File: src/rtl/uart_tx_cfg.sv
// Configurable UART transmitter: start, 5..NB_DATA_MAX data bits LSB first, optional parity, 1/2 stops.
// Start bit appears on the acceptance edge; o_ready is low for the whole frame, so requests stall until completion.
module uart_tx_cfg #(
    parameter int NB_DATA_MAX = 8,
    parameter int N_OVS       = 16
) (
    input  logic                   i_clk,
    input  logic                   i_reset,
    input  logic                   i_tick,
    input  logic                   i_valid,
    input  logic [NB_DATA_MAX-1:0] i_din,
    input  logic [3:0]             i_nbits,
    input  logic [1:0]             i_parity,
    input  logic                   i_two_stop,
    output logic                   o_ready,
    output logic                   o_busy,
    output logic                   o_tx_done,
    output logic                   o_tx
);

    localparam int             CW        = (N_OVS > 1) ? $clog2(N_OVS) : 1;
    localparam logic [CW-1:0]  TICK_LAST = CW'(N_OVS - 1);
    localparam logic [3:0]     NB_MAX4   = 4'(NB_DATA_MAX);

    typedef enum logic [2:0] {
        S_IDLE,
        S_START,
        S_DATA,
        S_PARITY,
        S_STOP
    } state_t;

    state_t                 state, state_nxt;
    logic [CW-1:0]          tick_cnt, tick_cnt_nxt;
    logic [3:0]             bit_idx, bit_idx_nxt;
    logic [3:0]             nbits_q, nbits_nxt;
    logic [NB_DATA_MAX-1:0] shreg, shreg_nxt;
    logic                   par_en_q, par_en_nxt;
    logic                   par_bit_q, par_bit_nxt;
    logic                   two_stop_q, two_stop_nxt;
    logic                   stop2_q, stop2_nxt;
    logic                   tx_q, tx_nxt;
    logic                   done_q, done_nxt;

    logic [3:0]             nbits_eff;
    logic                   par_calc;
    logic                   bit_end;

    // Parity is resolved at acceptance over the clamped width, so only valid bits contribute.
    always_comb begin
        nbits_eff = i_nbits;
        if ((i_nbits < 4'd5) || (i_nbits > NB_MAX4)) begin
            nbits_eff = NB_MAX4;
        end
        par_calc = 1'b0;
        for (int i = 0; i < NB_DATA_MAX; i++) begin
            if (4'(i) < nbits_eff) begin
                par_calc = par_calc ^ i_din[i];
            end
        end
    end

    assign bit_end = i_tick && (tick_cnt == TICK_LAST);

    always_ff @(posedge i_clk) begin
        if (i_reset) begin
            state      <= S_IDLE;
            tick_cnt   <= '0;
            bit_idx    <= '0;
            nbits_q    <= '0;
            shreg      <= '0;
            par_en_q   <= 1'b0;
            par_bit_q  <= 1'b0;
            two_stop_q <= 1'b0;
            stop2_q    <= 1'b0;
            tx_q       <= 1'b1;
            done_q     <= 1'b0;
        end else begin
            state      <= state_nxt;
            tick_cnt   <= tick_cnt_nxt;
            bit_idx    <= bit_idx_nxt;
            nbits_q    <= nbits_nxt;
            shreg      <= shreg_nxt;
            par_en_q   <= par_en_nxt;
            par_bit_q  <= par_bit_nxt;
            two_stop_q <= two_stop_nxt;
            stop2_q    <= stop2_nxt;
            tx_q       <= tx_nxt;
            done_q     <= done_nxt;
        end
    end

    always_comb begin
        state_nxt    = state;
        tick_cnt_nxt = tick_cnt;
        bit_idx_nxt  = bit_idx;
        nbits_nxt    = nbits_q;
        shreg_nxt    = shreg;
        par_en_nxt   = par_en_q;
        par_bit_nxt  = par_bit_q;
        two_stop_nxt = two_stop_q;
        stop2_nxt    = stop2_q;
        tx_nxt       = tx_q;
        done_nxt     = 1'b0;

        if ((state != S_IDLE) && i_tick) begin
            tick_cnt_nxt = bit_end ? '0 : tick_cnt + CW'(1);
        end

        case (state)
            S_IDLE: begin
                if (i_valid) begin
                    state_nxt    = S_START;
                    tick_cnt_nxt = '0;
                    bit_idx_nxt  = '0;
                    nbits_nxt    = nbits_eff;
                    shreg_nxt    = i_din;
                    par_en_nxt   = (i_parity == 2'b01) || (i_parity == 2'b10);
                    par_bit_nxt  = (i_parity == 2'b10) ? ~par_calc : par_calc;
                    two_stop_nxt = i_two_stop;
                    stop2_nxt    = 1'b0;
                    tx_nxt       = 1'b0;
                end
            end
            S_START: begin
                if (bit_end) begin
                    state_nxt   = S_DATA;
                    tx_nxt      = shreg[0];
                    shreg_nxt   = shreg >> 1;
                    bit_idx_nxt = '0;
                end
            end
            S_DATA: begin
                if (bit_end) begin
                    if (bit_idx == (nbits_q - 4'd1)) begin
                        if (par_en_q) begin
                            state_nxt = S_PARITY;
                            tx_nxt    = par_bit_q;
                        end else begin
                            state_nxt = S_STOP;
                            tx_nxt    = 1'b1;
                            stop2_nxt = 1'b0;
                        end
                    end else begin
                        tx_nxt      = shreg[0];
                        shreg_nxt   = shreg >> 1;
                        bit_idx_nxt = bit_idx + 4'd1;
                    end
                end
            end
            S_PARITY: begin
                if (bit_end) begin
                    state_nxt = S_STOP;
                    tx_nxt    = 1'b1;
                    stop2_nxt = 1'b0;
                end
            end
            S_STOP: begin
                if (bit_end) begin
                    if (two_stop_q && !stop2_q) begin
                        stop2_nxt = 1'b1;
                    end else begin
                        state_nxt = S_IDLE;
                        done_nxt  = 1'b1;
                    end
                end
            end
            default: begin
                state_nxt = S_IDLE;
                tx_nxt    = 1'b1;
            end
        endcase
    end

    assign o_ready   = (state == S_IDLE);
    assign o_busy    = ~o_ready;
    assign o_tx_done = done_q;
    assign o_tx      = tx_q;

endmodule

File: config.mk
export PLATFORM = sky130hd
export DESIGN_NAME = uart_tx_cfg
export DESIGN_NICKNAME = d
export VERILOG_FILES = /design/src/rtl/uart_tx_cfg.sv
export SDC_FILE = /design/constraint.sdc
export NUM_CORES = 1
export LEC_CHECK = 0
export ABC_AREA = 1
export BUFFER_PORTS_ARGS = -buffer_cell sky130_fd_sc_hd__buf_2
export CORE_MARGIN = 2
export CORE_UTILIZATION = 45
export DETAILED_ROUTE_END_ITERATION = 12
export HOLD_SLACK_MARGIN = 0.05
export PLACE_DENSITY_LB_ADDON = 0.05
export SYNTH_ARGS = -nofsm -noshare
export SYNTH_HDL_FRONTEND = slang
export SYNTH_SLANG_ARGS = --single-unit
export TNS_END_PERCENT = 100
File: constraint.sdc
create_clock -name i_clk -period 3.01 [get_ports i_clk]
set_clock_uncertainty 0.1 [all_clocks]
set_input_delay 0.1505 -clock i_clk [delete_from_list [all_inputs] [get_ports i_clk]]
set_output_delay 0.1505 -clock i_clk [all_outputs]
set_load 0.01 [all_outputs]
==> results.toml <==
[grt]
grt_max_degree = 18
grt_pass1_wl_mm = 6.82
grt_antenna_before_repair = 0
grt_remaining_overflow = 0
track_usage_pct = 20.3
grt_pass1_vias = 1602

[clock_tree]
root_buffer = "clkbuf_8"
cts.sinks = 29
cts_resized = 0
clock_path_buffers = 2
cts_tree = "built"
htreeDepth = 2
clk_pin_slew_ns = 0.06
cts_buffers = 5
clkLatencyLatePin_ns = 0.29

[routing]
post_drt_wl_per_cell_microns = 10.9
drt-pass1-iter-count = 4
ant_nets = 0
wirelength_mm = 4.09
vias = 1815
drt_iter0_markers = 71
drc = 0
vias_per_cell = 4.85

[logic_synthesis]
synth_area_leaders = "dfxtp_1, nand2_1, nand3_1"
postSynthCellCount = 296
yosys.area.top_type = "dfxtp_1"
synth.distinct_cells = 29
synth_fp_nets = 319
synth_seq_area_share_pct = 31.9
synth-seq-cells = 29
yosys_warnings = 0
synth_top_area_share_pct = 31.9
syn_avg_cell_area_sq_um = 6.15
synthesis.area_sq_um = 1820

[layout]
final_common_cell = "nand2_1"
final_area_sq_um = 2090
fin_nets = 346
drive_gt1_share_pct = 13.9
utilization_pct = 52.9
antennaDiodeCount = 0
final_cell_mix = "nand2_1, inv_1, nor2_1"
syn2layout_area_growth_pct = 14.6
fillers = 410

[placed_design]
dp_hpwl_mm = 3.15
place_congestion = 0.887
io_buffers = 22
place_worst_setup_slack_ns = 1.08
placed_cell_area_sq_um = 1980

[worst_setup_path]
critical_path_peak_fanout = 8
critPathKind = "register to register"
max_stage_delay_ns = 0.35
crit_buf_inv = 2
reg2reg_slack_ns = 1.07
r2r_cells = 12
cpMostUsedCell = "nand2_1"
cp-end-kind = "register"
path_delay_family = "simple AND/OR/NAND/NOR gates"
cp.arrival_ns = 2.07
critPathLaunchType = "register"
cp_slowest_cell = "dfxtp_1"
worstPathRequired_ns = 3.14
crit_chain = "inv_1, ha_1, or2_2, nand2_1, nor2_1, nand3_1, nand2_1, inv_1, nand2_1, nand2_1, nand2_1, nor2_1"
cp.depth = 12

[pwr]
pwr-share-clk_pct = 20.8
p_leak_nw = 1.05
netSwitchingFraction_pct = 43.6
netSwitchingPower_mw = 0.745
power_density_nw_per_um2 = 818
power.internal_mw = 0.963
pwr-share-comb_pct = 45.8
irDropWorstVdd_mv = 0.471
p_seq_share_pct = 33.4

[floorplan]
die_area_sq_um = 4570
core_sq_um = 3940
row_count = 23
initial_core_util_pct = 46.2
chipWidth_microns = 67.6
die_h_microns = 67.6
ioPinCount = 23

[timing]
clock.fmax_mhz = 515
min_period_over_period_pct = 64.5
worst_slew_pin_slew_ns = 0.459
rsz0062_at_grt = "no"
hold_viol = 0
setup-tns-final_ns = 0
finalMaxSlewViolations = 0
holdWs_ns = 0.0516
finalCriticalPeriod_ns = 1.94
setup_viol = 0
fin_ws_ns = 1.07
slew_headroom_pct = 69.3

[hold_path]
hp-class = "input port to register"
hold_depth = 3

[flow_run]
cap_violations = 0

[status]
status = "completed"
## power by group through the flow
| stage | clock (mW) | combinational, mW | sequential [mW] |
|---|---|---|---|
| 2_1_floorplan | 0 | 0.629 | 0.566 |
| 3_3_place_gp | 0 | 0.782 | 0.579 |
| 3_5_place_dp | 0 | 0.785 | 0.577 |
| 4_1_cts | 0.362 | 0.789 | 0.570 |
| 5_1_grt | 0.377 | 0.907 | 0.583 |
| 6_report | 0.355 | 0.782 | 0.570 |
## worst min-delay path: stages
cell and delay (ns):
buf_2 0.11, nand3_1 0.07, o21ai_0 0.07
## sequential cells by signal, indices dropped and copies added, names as in the netlist
signal,cells
two_stop_q,1
state,3
o_tx_done,1
bit_idx,4
stop2_q,1
par_en_q,1
o_tx,1
par_bit_q,1
shreg,8
nbits_q,4
tick_cnt,4
## final cells by class
type	count	area [sq um]	area share [%]
Clock inverter	1	5.00	0.240
Timing Repair Buffer	23	120	5.76
Inverter	40	150	7.19
Sequential cell	29	581	27.8
Multi-Input combinational cell	224	1070	51.4
Clock buffer	7	96.3	4.62
Tap cell	50	62.6	3.00
## path summary, 6_finish.rpt
check | from | end
min reg2reg | shreg[7] | shreg[7]
min | i_nbits[0] | nbits_q[0]
max reg2reg | nbits_q[0] | bit_idx[0]
max | nbits_q[0] | bit_idx[0]
## what timing repair did
action | CTS | global route
setup endpoints to repair | 0 | 0
hold buffers | 1 | 0
hold endpoints to repair | 1 | 0
setup buffers | 0 | 0
## cells by family after synthesis
group           count (synthesis)  share of synthesized area [%]
buf+inv                        43                           9.27
simple gates                  179                           42.4
compound gates                 37                           11.7
fa+ha+maj                       4                           2.75
flops                          29                           31.9
xor+xnor                        4                           1.92
## synth_stat cells, drive strengths merged
library cell / count
nor2: 39
buf: 1
nand3: 33
nand4: 5
dfxtp: 29
nor3: 6
o21ai: 16
o211ai: 1
nand2: 95
clkinv: 1
a211oi: 2
a21oi: 15
o31ai: 1
a31oi: 1
xnor2: 1
or2: 1
xor2: 3
clkbuf: 2
inv: 39
o21a: 1
ha: 4
## layer usage
layer / vias up / track usage, % / part of all wire, %
met1: 786 / 25.3 / 51
met4: 0 / 9.69 / 1.8
met5: - / 0 / 0
met3: 7 / 4.50 / 2.4
met2: 15 / 33.0 / 45
li1: 1007 / - / -
## stage by stage
stage               cells  power, mW
floorplan             296       1.20
global placement      365       1.36
detailed placement    365       1.36
CTS                   374       1.72
global route          374       1.87
finish                374       1.71
(Power assumes the default switching activity.)
